`config.mk`:
```
export PLATFORM = sky130hd
export DESIGN_NAME = exc_commit_ctrl_flat
export DESIGN_NICKNAME = d
export VERILOG_FILES = /design/src/rtl/exc_commit_ctrl_pkg.sv /design/src/rtl/exc_commit_ctrl_if.sv /design/src/rtl/exc_commit_ctrl_ost_counter.sv /design/src/rtl/exc_commit_ctrl.sv /design/src/flat_wrapper.sv
export SDC_FILE = /design/constraint.sdc
export NUM_CORES = 1
export LEC_CHECK = 0
export BUFFER_PORTS_ARGS = -buffer_cell sky130_fd_sc_hd__buf_4
export CORE_MARGIN = 1
export CORE_UTILIZATION = 48
export CTS_CLUSTER_DIAMETER = 50
export DETAILED_ROUTE_END_ITERATION = 8
export PLACE_DENSITY_LB_ADDON = 0.2
export SKIP_LAST_GASP = 1
export SYNTH_ARGS = -nofsm -noshare
export SYNTH_HDL_FRONTEND = slang
export SYNTH_SLANG_ARGS = --single-unit
```
`constraint.sdc`:
```
create_clock -name clk -period 3.85 [get_ports clk]
set_input_delay 0.1925 -clock clk [delete_from_list [all_inputs] [get_ports clk]]
set_output_delay 0.1925 -clock clk [all_outputs]
set_load 0.005 [all_outputs]
```
`src/rtl/exc_commit_ctrl_pkg.sv`:
```
// -----------------------------------------------------------------------------
// exc_commit_ctrl_pkg
//   Shared definitions for the exception/eret commit controller:
//   - exception vector bit indices (CP0 ordering)
//   - default exception entry and outstanding-counter width
//   - FSM state encoding
// -----------------------------------------------------------------------------
package exc_commit_ctrl_pkg;

   // Bit positions inside the 8-bit exception vector {int,rine,rdae,ades,sys,bp,ri,ov}
   localparam int EXC_INT  = 7;
   localparam int EXC_RINE = 6;
   localparam int EXC_RDAE = 5;
   localparam int EXC_ADES = 4;
   localparam int EXC_SYS  = 3;
   localparam int EXC_BP   = 2;
   localparam int EXC_RI   = 1;
   localparam int EXC_OV   = 0;

   localparam logic [31:0] EXC_ENTRY_DEFAULT = 32'hbfc0_0380;  // BEV=1 vector
   localparam int          OST_W_DEFAULT     = 3;

   typedef enum logic [1:0] {
      S_IDLE     = 2'd0,
      S_REPORT   = 2'd1,
      S_DRAIN    = 2'd2,
      S_REDIRECT = 2'd3
   } state_t;

endpackage : exc_commit_ctrl_pkg

```
`src/rtl/exc_commit_ctrl_if.sv`:
```
// -----------------------------------------------------------------------------
// exc_commit_ctrl_if
//   Bundles every signal of the commit controller except clk/rst.
//   master : the controller (consumes WB/CP0/bus status, drives CP0 report,
//            flush, request block and the IF redirect)
//   slave  : the surrounding pipeline / CP0 / IF
// Groups:
//   WB     : ws_valid, ws_exc[7:0], ws_eret, ws_pc, ws_is_slot, ws_bad_vaddr
//   CP0    : int_happen, cp0_epc (in); exc_type, exc_pc, exc_is_slot,
//            exc_bad_vaddr, eret (out)
//   bus    : mem_req_fire, mem_resp_fire (in); mem_req_block (out)
//   IF     : redirect_valid, redirect_pc (out); redirect_ready (in)
//   global : flush (out)
// -----------------------------------------------------------------------------
interface exc_commit_ctrl_if;

   logic        ws_valid;
   logic [7:0]  ws_exc;
   logic        ws_eret;
   logic [31:0] ws_pc;
   logic        ws_is_slot;
   logic [31:0] ws_bad_vaddr;
   logic        int_happen;
   logic [31:0] cp0_epc;
   logic        mem_req_fire;
   logic        mem_resp_fire;

   logic [7:0]  exc_type;
   logic [31:0] exc_pc;
   logic        exc_is_slot;
   logic [31:0] exc_bad_vaddr;
   logic        eret;
   logic        flush;
   logic        mem_req_block;
   logic        redirect_valid;
   logic [31:0] redirect_pc;
   logic        redirect_ready;

   modport master (
      input  ws_valid, ws_exc, ws_eret, ws_pc, ws_is_slot, ws_bad_vaddr,
      input  int_happen, cp0_epc, mem_req_fire, mem_resp_fire, redirect_ready,
      output exc_type, exc_pc, exc_is_slot, exc_bad_vaddr, eret, flush,
      output mem_req_block, redirect_valid, redirect_pc
   );

   modport slave (
      output ws_valid, ws_exc, ws_eret, ws_pc, ws_is_slot, ws_bad_vaddr,
      output int_happen, cp0_epc, mem_req_fire, mem_resp_fire, redirect_ready,
      input  exc_type, exc_pc, exc_is_slot, exc_bad_vaddr, eret, flush,
      input  mem_req_block, redirect_valid, redirect_pc
   );

endinterface : exc_commit_ctrl_if

```
`src/rtl/exc_commit_ctrl_ost_counter.sv`:
```
// -----------------------------------------------------------------------------
// exc_commit_ctrl_ost_counter
//   Outstanding data-bus transaction counter, OST_W bits, saturating at both
//   ends.
// Ports:
//   clk, rst  : clock, synchronous active-high reset
//   inc       : request accepted by the bus
//   dec       : response returned
//   count     : current number of outstanding transactions
//   zero/full : count == 0 / count == 2**OST_W-1
// -----------------------------------------------------------------------------
module exc_commit_ctrl_ost_counter #(
   parameter int OST_W = 3
) (
   input  logic             clk,
   input  logic             rst,
   input  logic             inc,
   input  logic             dec,
   output logic [OST_W-1:0] count,
   output logic             zero,
   output logic             full
);

   assign zero = (count == '0);
   assign full = (count == '1);

   // A simultaneous request and response cancel out; otherwise each edge is
   // ignored at the boundary it would cross, so the count never wraps.
   // NOTE: state registers use non-blocking assignments so every flop samples
   // pre-edge values regardless of block evaluation order.
   always_ff @(posedge clk) begin
      if (rst) begin
         count <= '0;
      end else if (inc && !dec && !full) begin
         count <= count + 1'b1;
      end else if (dec && !inc && !zero) begin
         count <= count - 1'b1;
      end
   end

endmodule : exc_commit_ctrl_ost_counter

```
`src/rtl/exc_commit_ctrl.sv`:
```
// -----------------------------------------------------------------------------
// exc_commit_ctrl
//   Commit-time exception/eret controller. Takes the exception flags of the
//   instruction in WB, reports it to CP0 for exactly one cycle, flushes the
//   pipeline, waits for outstanding data-bus transactions to drain and then
//   offers IF a redirect (exception entry, or CP0 EPC for eret).
// Parameters:
//   EXC_ENTRY : exception vector
//   OST_W     : outstanding-request counter width
// Ports:
//   clk, rst  : clock, synchronous active-high reset
//   bus       : exc_commit_ctrl_if.master (WB, CP0, data bus status, IF)
// -----------------------------------------------------------------------------
module exc_commit_ctrl
   import exc_commit_ctrl_pkg::*;
#(
   parameter logic [31:0] EXC_ENTRY = EXC_ENTRY_DEFAULT,
   parameter int          OST_W     = OST_W_DEFAULT
) (
   input  logic               clk,
   input  logic               rst,
   exc_commit_ctrl_if.master  bus
);

   state_t           state;
   logic [7:0]       exc_type_q;
   logic             eret_q;
   logic [31:0]      exc_pc_q;
   logic             exc_is_slot_q;
   logic [31:0]      exc_bad_vaddr_q;
   logic             redirect_valid_q;
   logic [31:0]      redirect_pc_q;

   logic [OST_W-1:0] ost_count;
   logic             ost_zero;
   logic             ost_full;

   logic             accept;
   logic [7:0]       acc_vec;

   // WB's own int bit is meaningless; the interrupt comes from CP0.
   logic             unused_ws_int;
   assign unused_ws_int = bus.ws_exc[EXC_INT];

   assign acc_vec = {bus.int_happen, bus.ws_exc[EXC_INT-1:0]};
   // Only IDLE can accept, so ws_valid is implicitly ignored while flushing.
   assign accept  = (state == S_IDLE) && bus.ws_valid &&
                    ((|bus.ws_exc[EXC_INT-1:0]) || bus.int_happen || bus.ws_eret);

   exc_commit_ctrl_ost_counter #(
      .OST_W (OST_W)
   ) u_ost_counter (
      .clk   (clk),
      .rst   (rst),
      .inc   (bus.mem_req_fire),
      .dec   (bus.mem_resp_fire),
      .count (ost_count),
      .zero  (ost_zero),
      .full  (ost_full)
   );

   always_ff @(posedge clk) begin
      if (rst) begin
         state            <= S_IDLE;
         exc_type_q       <= '0;
         eret_q           <= 1'b0;
         exc_pc_q         <= '0;
         exc_is_slot_q    <= 1'b0;
         exc_bad_vaddr_q  <= '0;
         redirect_valid_q <= 1'b0;
         redirect_pc_q    <= '0;
      end else begin
         case (state)
            S_IDLE: begin
               if (accept) begin
                  // exc_type_q/eret_q are loaded here so they are high only
                  // during REPORT; an exception or interrupt beats eret.
                  exc_type_q      <= acc_vec;
                  eret_q          <= bus.ws_eret && (acc_vec == '0);
                  exc_pc_q        <= bus.ws_pc;
                  exc_is_slot_q   <= bus.ws_is_slot;
                  exc_bad_vaddr_q <= bus.ws_bad_vaddr;
                  state           <= S_REPORT;
               end
            end
            S_REPORT: begin
               // EPC is sampled here, the cycle CP0 sees the eret pulse.
               redirect_pc_q <= eret_q ? bus.cp0_epc : EXC_ENTRY;
               exc_type_q    <= '0;
               eret_q        <= 1'b0;
               state         <= S_DRAIN;
            end
            S_DRAIN: begin
               if (ost_zero) begin
                  redirect_valid_q <= 1'b1;
                  state            <= S_REDIRECT;
               end
            end
            S_REDIRECT: begin
               if (bus.redirect_ready) begin
                  redirect_valid_q <= 1'b0;
                  state            <= S_IDLE;
               end
            end
            default: state <= S_IDLE;
         endcase
      end
   end

   assign bus.exc_type       = exc_type_q;
   assign bus.eret           = eret_q;
   assign bus.exc_pc         = exc_pc_q;
   assign bus.exc_is_slot    = exc_is_slot_q;
   assign bus.exc_bad_vaddr  = exc_bad_vaddr_q;
   assign bus.redirect_valid = redirect_valid_q;
   assign bus.redirect_pc    = redirect_pc_q;

   // Flush must kill younger stages in the very cycle the faulting
   // instruction commits, hence the combinational accept term.
   assign bus.flush         = accept || (state != S_IDLE);
   assign bus.mem_req_block = accept || (state != S_IDLE) || ost_full;

endmodule : exc_commit_ctrl
```
`src/flat_wrapper.sv`:
```
// flat-port wrapper written by rule: the top's interface ports become plain ports
module exc_commit_ctrl_flat import exc_commit_ctrl_pkg::*;
#(
   parameter logic [31:0] EXC_ENTRY = EXC_ENTRY_DEFAULT,
   parameter int          OST_W     = OST_W_DEFAULT
)
  (clk, rst, bus_ws_valid, bus_ws_exc, bus_ws_eret, bus_ws_pc, bus_ws_is_slot, bus_ws_bad_vaddr, bus_int_happen, bus_cp0_epc, bus_mem_req_fire, bus_mem_resp_fire, bus_redirect_ready, bus_exc_type, bus_exc_pc, bus_exc_is_slot, bus_exc_bad_vaddr, bus_eret, bus_flush, bus_mem_req_block, bus_redirect_valid, bus_redirect_pc);
  exc_commit_ctrl_if bus_i ();
  input  logic clk;
  input  logic rst;
  input wire logic [$bits(bus_i.ws_valid)-1:0] bus_ws_valid;
  input wire logic [$bits(bus_i.ws_exc)-1:0] bus_ws_exc;
  input wire logic [$bits(bus_i.ws_eret)-1:0] bus_ws_eret;
  input wire logic [$bits(bus_i.ws_pc)-1:0] bus_ws_pc;
  input wire logic [$bits(bus_i.ws_is_slot)-1:0] bus_ws_is_slot;
  input wire logic [$bits(bus_i.ws_bad_vaddr)-1:0] bus_ws_bad_vaddr;
  input wire logic [$bits(bus_i.int_happen)-1:0] bus_int_happen;
  input wire logic [$bits(bus_i.cp0_epc)-1:0] bus_cp0_epc;
  input wire logic [$bits(bus_i.mem_req_fire)-1:0] bus_mem_req_fire;
  input wire logic [$bits(bus_i.mem_resp_fire)-1:0] bus_mem_resp_fire;
  input wire logic [$bits(bus_i.redirect_ready)-1:0] bus_redirect_ready;
  output wire logic [$bits(bus_i.exc_type)-1:0] bus_exc_type;
  output wire logic [$bits(bus_i.exc_pc)-1:0] bus_exc_pc;
  output wire logic [$bits(bus_i.exc_is_slot)-1:0] bus_exc_is_slot;
  output wire logic [$bits(bus_i.exc_bad_vaddr)-1:0] bus_exc_bad_vaddr;
  output wire logic [$bits(bus_i.eret)-1:0] bus_eret;
  output wire logic [$bits(bus_i.flush)-1:0] bus_flush;
  output wire logic [$bits(bus_i.mem_req_block)-1:0] bus_mem_req_block;
  output wire logic [$bits(bus_i.redirect_valid)-1:0] bus_redirect_valid;
  output wire logic [$bits(bus_i.redirect_pc)-1:0] bus_redirect_pc;
  assign bus_i.ws_valid = bus_ws_valid;
  assign bus_i.ws_exc = bus_ws_exc;
  assign bus_i.ws_eret = bus_ws_eret;
  assign bus_i.ws_pc = bus_ws_pc;
  assign bus_i.ws_is_slot = bus_ws_is_slot;
  assign bus_i.ws_bad_vaddr = bus_ws_bad_vaddr;
  assign bus_i.int_happen = bus_int_happen;
  assign bus_i.cp0_epc = bus_cp0_epc;
  assign bus_i.mem_req_fire = bus_mem_req_fire;
  assign bus_i.mem_resp_fire = bus_mem_resp_fire;
  assign bus_i.redirect_ready = bus_redirect_ready;
  assign bus_exc_type = bus_i.exc_type;
  assign bus_exc_pc = bus_i.exc_pc;
  assign bus_exc_is_slot = bus_i.exc_is_slot;
  assign bus_exc_bad_vaddr = bus_i.exc_bad_vaddr;
  assign bus_eret = bus_i.eret;
  assign bus_flush = bus_i.flush;
  assign bus_mem_req_block = bus_i.mem_req_block;
  assign bus_redirect_valid = bus_i.redirect_valid;
  assign bus_redirect_pc = bus_i.redirect_pc;
  exc_commit_ctrl #(.EXC_ENTRY(EXC_ENTRY), .OST_W(OST_W)) u_core (.clk(clk), .rst(rst), .bus(bus_i));
endmodule
```
# Word-level counts from Yosys, hierarchy flattened
# Cells that the tools add are included.
# word_totals
reg_bits	112
in_bits	113
out_inout_bits	109
wordCells	59
# classes
addsub	2
eq_ne	7
mux	14
reduce_logical	27
# ops
operator	count
$mux 32	1
$pmux 8 s2	1
$logic_not 8->1	1
$mux 8	1
$pmux 2 s4	1
$reduce_bool 2->1	4
$logic_and 1x1->1	7
$reduce_or 7->1	1
$mux 2	3
$mux 3	2
$reduce_and 3->1	2
$eq 2x2->1 const B	2
$logic_not 1->1	4
$logic_or 1x1->1	4
$ne 2x2->1 const B	2
$pmux 1 s2	2
$reduce_and 2->1	2
$add 3x1->3 const B	1
$eq 3x3->1 const B	1
$logic_not 3->1	1
$mux 1	3
$sub 3x1->3 const B	1
$eq 2x1->1 const B	1
$logic_not 2->1	1
$ne 2x1->1 const B	1

# Longest topological paths before layout
# depth
ltp_word	6
depth_mapped	8
mapped_depth_nobuf	7

# By module
# Synthesis repeated with hierarchy kept, for this count alone.
# hier_totals
hier_cells	513
hier_area_um2	4346.7
# by_module_without_submodules
module	instances	cells_each	area_per_inst_um2	seq_area_each_um2
exc_commit_ctrl	1	476	4070.2	2182.1
exc_commit_ctrl_ost_counter	1	37	276.5	60.1

# Worst setup path before layout
# Ideal clock, no wire load.
# synth_timing
kind	input to register
from	in bus_mem_req_fire
to	reg u_core.u_ost_counter.count[1]
setup_ps	58
t_arrival_ps	1954
required_time_ps	3792
setup_slack_ps	1837
cell_stages	8
n_path_buf	1
path_cell_list	clkbuf_1 nor2b_1 nand2_1 fa_1 o21a_1 nor2_1 a2111oi_0 o21a_1
# synth_between
elab_chain_cells	4
elab_cells_between_ends	7
classes_between	1 x mux; 6 x reduce/logical
# synth_rtl
item	line_no	source
start: declaration	flat_wrapper.sv:19	input wire logic [$bits(bus_i.mem_req_fire)-1:0] bus_mem_req_fire;
$logic_not 1->1	exc_commit_ctrl_ost_counter.sv:36	end else if (dec && !inc && !zero) begin
$logic_and 1x1->1 (2 in series)	exc_commit_ctrl_ost_counter.sv:36	
$reduce_bool 2->1 (no source line)	-	
end signal: assignment	exc_commit_ctrl_ost_counter.sv:35	count <= count + 1'b1;
end signal: assignment	exc_commit_ctrl_ost_counter.sv:37	count <= count - 1'b1;
end: declaration	exc_commit_ctrl_ost_counter.sv:19	output logic [OST_W-1:0] count,
# Several ways; a longest one is shown, not always the timed one.
# A chain may end at the register's enable or synchronous reset.

# Final worst setup path
# layout_timing
from	reg u_core.state[0]
to	reg u_core.exc_type_q[4] (netlist: u_core.bus.exc_type[4])
# layout_between
elab_chain_cells	5
elab_cells_between_ends	8
classes_between	2 x eq/ne; 1 x mux; 5 x reduce/logical
# layout_rtl
item	line_no	source
start: declaration	exc_commit_ctrl.sv:25	state_t state;
start signal: assignment	exc_commit_ctrl.sv:64	state <= S_IDLE;
start signal: assignment	exc_commit_ctrl.sv:83	state <= S_REPORT;
start signal: assignment	exc_commit_ctrl.sv:91	state <= S_DRAIN;
$logic_not 2->1	exc_commit_ctrl.sv:47, exc_commit_ctrl.sv:73	
$logic_and 1x1->1 (2 in series)	exc_commit_ctrl.sv:47	assign accept = (state == S_IDLE) && bus.ws_valid &&
$ne 2x1->1 (no source line)	-	
$reduce_and 2->1 (no source line)	-	
end signal: assignment	exc_commit_ctrl.sv:78	exc_type_q <= acc_vec;
end: declaration	exc_commit_ctrl.sv:26	logic [7:0] exc_type_q;
# Several ways; a longest one is shown, not always the timed one.

==> results.sh <==
export IMPL_status="finished clean"
export IMPL_dr_total_vias=4077
export IMPL_cts_setup_buffers=0
export IMPL_synthDistinctLibCells=37
export IMPL_hold_violations=0
export IMPL_synth_compound_area_share_pct=18.06
export IMPL_row_count=33
export IMPL_synth_top_area_cell="dfxtp_1"
export IMPL_power_density_mw_per_mm2=539.5
export IMPL_synthTopCellsByArea="dfxtp_1, nand2_1, a21oi_1"
export IMPL_relSlewSlack_pct=37.55
export IMPL_cap_violations=0
export IMPL_clockBufferDepth=2
export IMPL_final_setup_viol_count=0
export IMPL_num_io_pins=222
export IMPL_finalWeightedCongestion=0.8357
export IMPL_worstMarginPinSlew_ns=0.9296
export IMPL_grt_usage_pct=23.65
export IMPL_fillers=667
export IMPL_overflow=0
export IMPL_rsz0062_at_grt="no"
export IMPL_synthMuxAreaShare_pct=0.4783
export IMPL_slew_viol_final=0
export IMPL_clockRootBuffer="clkbuf_8"
export IMPL_fin_total_pwr_w=0.003247
export IMPL_cts_sinks=112
export IMPL_layout_nets=817
export IMPL_design_area_mm2=0.006018
export IMPL_fin_worst_skew_ns=0.009681
export IMPL_yosys_area_share_simple_pct=21.58
export IMPL_drtAntennaViolNets=0
export IMPL_crit_arrival_ns=2.34
export IMPL_ctsHoldBuffers=0
export IMPL_post_route_util_pct=72.16
export IMPL_routed_wl_um=11340
export IMPL_coreArea_mm2=0.008341
export IMPL_grt_pass1_wl_um=16860
export IMPL_fp_dieH_um=95.38
export IMPL_period_share_pct=54.05
export IMPL_drt_iter0_markers=84
export IMPL_cts_tree="yes"
export IMPL_cts_made_buffers=9
export IMPL_p_leak_nw=2.746
export IMPL_grt_max_degree=74
export IMPL_fmax_mhz=480.5
export IMPL_setup_tns_ns=0
export IMPL_antenna_cells=0
export IMPL_drc_errors=0
export IMPL_die_area_mm2=0.009096
export IMPL_crit_type="flop to flop"
export IMPL_ir_drop_mv=0.3636
export IMPL_hold_slack_ns=0.05221
export IMPL_cts_resized=0
export IMPL_yosys_area_share_adder_pct=1.973
export IMPL_synth_xor_area_share_pct=0
export IMPL_drt_pass1_iter_count=5
export IMPL_most_common_layout_cells="buf_4, nand2_1, dfxtp_1, a21oi_1, nor2_1"
export IMPL_crit_chain="inv_1, ha_1, o311a_4, nor3_4, a22o_1"
export IMPL_min_period_ns=2.081
export IMPL_flow_area_growth_from_synthesis_pct=43.80
export IMPL_cp_start_kind="flop"
export IMPL_path_max_fanout=66
export IMPL_critPathRequiredTime_ns=4.10
export IMPL_dpl_hpwl_um=8203
export IMPL_synth_top_cell_area_share_pct=53.57
export IMPL_clkTransAtPathRegs_ns=0.10
export IMPL_synth_top_family_by_area="simple AND/OR/NAND/NOR gates"
export IMPL_synthCells=500
export IMPL_postPlaceCellArea_mm2=0.005838
export IMPL_end_kind="flop"
export IMPL_crit_buf_inv=1
export IMPL_insertion_delay_ns=0.36
export IMPL_layout_commonest_cell="buf_4"
export IMPL_synth_warnings=0
export IMPL_cp_top_family="compound AO/OA/AOI/OAI gates"
export IMPL_initial_core_util_pct=50.18
export IMPL_syn_avg_cell_area_um2=8.371
export IMPL_syn_nets=619
export IMPL_yosysSeqAreaShare_pct=53.57
export IMPL_synth_area_mm2=0.004185
export IMPL_slowest_stage="o311a_4"
export IMPL_ys_seq_elements=112
export IMPL_max_stage_delay_ns=0.71
export IMPL_drive_gt1_share_pct=34.62
export IMPL_post_drt_wl_per_cell_um=14.05
export IMPL_vias_per_cell=5.052
export IMPL_io_buffers=220
export IMPL_die_x_um=95.38
export IMPL_grt_pass1_vias=3677
export IMPL_holdCritPathClass="primary input to flop"
export IMPL_htreeDepth=3
export IMPL_antenna_found_initial=0
==> power breakdown <==
part           internal (W)  switching, W
Combinational      0.000538      0.000571
Clock              0.000269      0.000380
Sequential          0.00137      0.000123
==> metal layers <==
metal	global-route usage, %	vias up	part of all wire, %	wire, um
li1	-	2047	-	-
met1	27.22	1850	39	4459
met2	40.65	162	50	5628
met3	7.895	18	9.1	1028
met4	8.706	0	2.0	225
met5	0	-	0	0
==> final cells by class <==
type | instances | area (um^2) | share of cell area, %
flip-flops and latches | 112 | 2242 | 37.26
well taps | 105 | 131.4 | 2.183
multi-input cells | 348 | 1772 | 29.44
clock buffers | 11 | 151.4 | 2.516
clock inverters | 4 | 28.78 | 0.4782
repair buffers | 224 | 1682 | 27.94
inverters | 3 | 11.26 | 0.1871
==> cell usage after synthesis, drive strengths merged <==
library cell,n
a32o,1
buf,14
clkbuf,23
o311ai,1
nand3,3
a22o,8
nand2b,5
dfxtp,112
and2,1
mux2i,2
a211o,1
nor2,39
o21bai,1
nand2,134
a21boi,1
a211oi,1
or4,2
inv,3
fa,1
o22ai,13
a31oi,1
a2111oi,2
nor3,4
o21ai,3
o21a,2
o311a,1
o31ai,2
a21oi,88
nor2b,23
nand3b,1
a22oi,1
ha,5
o31a,1
==> per-stage QoR <==
stage,worst slack [ns],instances
after floorplan,1.837,500
after global placement,1.572,792
after detailed placement,1.557,792
after CTS,1.729,807
after global routing,1.629,807
final,1.769,807
==> worst paths after layout <==
path | start | end | slack [ns] | depth (start not counted)
setup / recovery | u_core.state[0] | u_core.bus.exc_type[4] | 1.77 | 5
hold / removal | bus_ws_exc[5] | u_core.bus.exc_type[5] | 0.05 | 2
setup reg to reg | u_core.state[0] | u_core.bus.exc_type[4] | 1.77 | 5
hold reg to reg | u_core.bus.exc_bad_vaddr[16] | u_core.bus.exc_bad_vaddr[16] | 0.46 | 2
==> registers in the layout, indices dropped and copies added, names as in the netlist <==
register / cells
u_core.bus.exc_pc: 32
u_core.bus.exc_bad_vaddr: 32
u_core.bus.exc_type: 8
u_core.bus.redirect_pc: 32
u_core.u_ost_counter.count: 3
u_core.bus.redirect_valid: 1
u_core.bus.eret: 1
u_core.bus.exc_is_slot: 1
u_core.state: 2
==> kinds of logic (layout without fill, tap and decap cells) <==
group	after synthesis	after routing
AND/OR/NAND/NOR	212	212
AO/OA/AOI/OAI	128	128
flip-flops	112	112
buffers and inverters	40	242
adder cells (fa/ha/maj)	6	6
multiplexers	2	2
No activity file was read; power rests on OpenSTA's default activity.
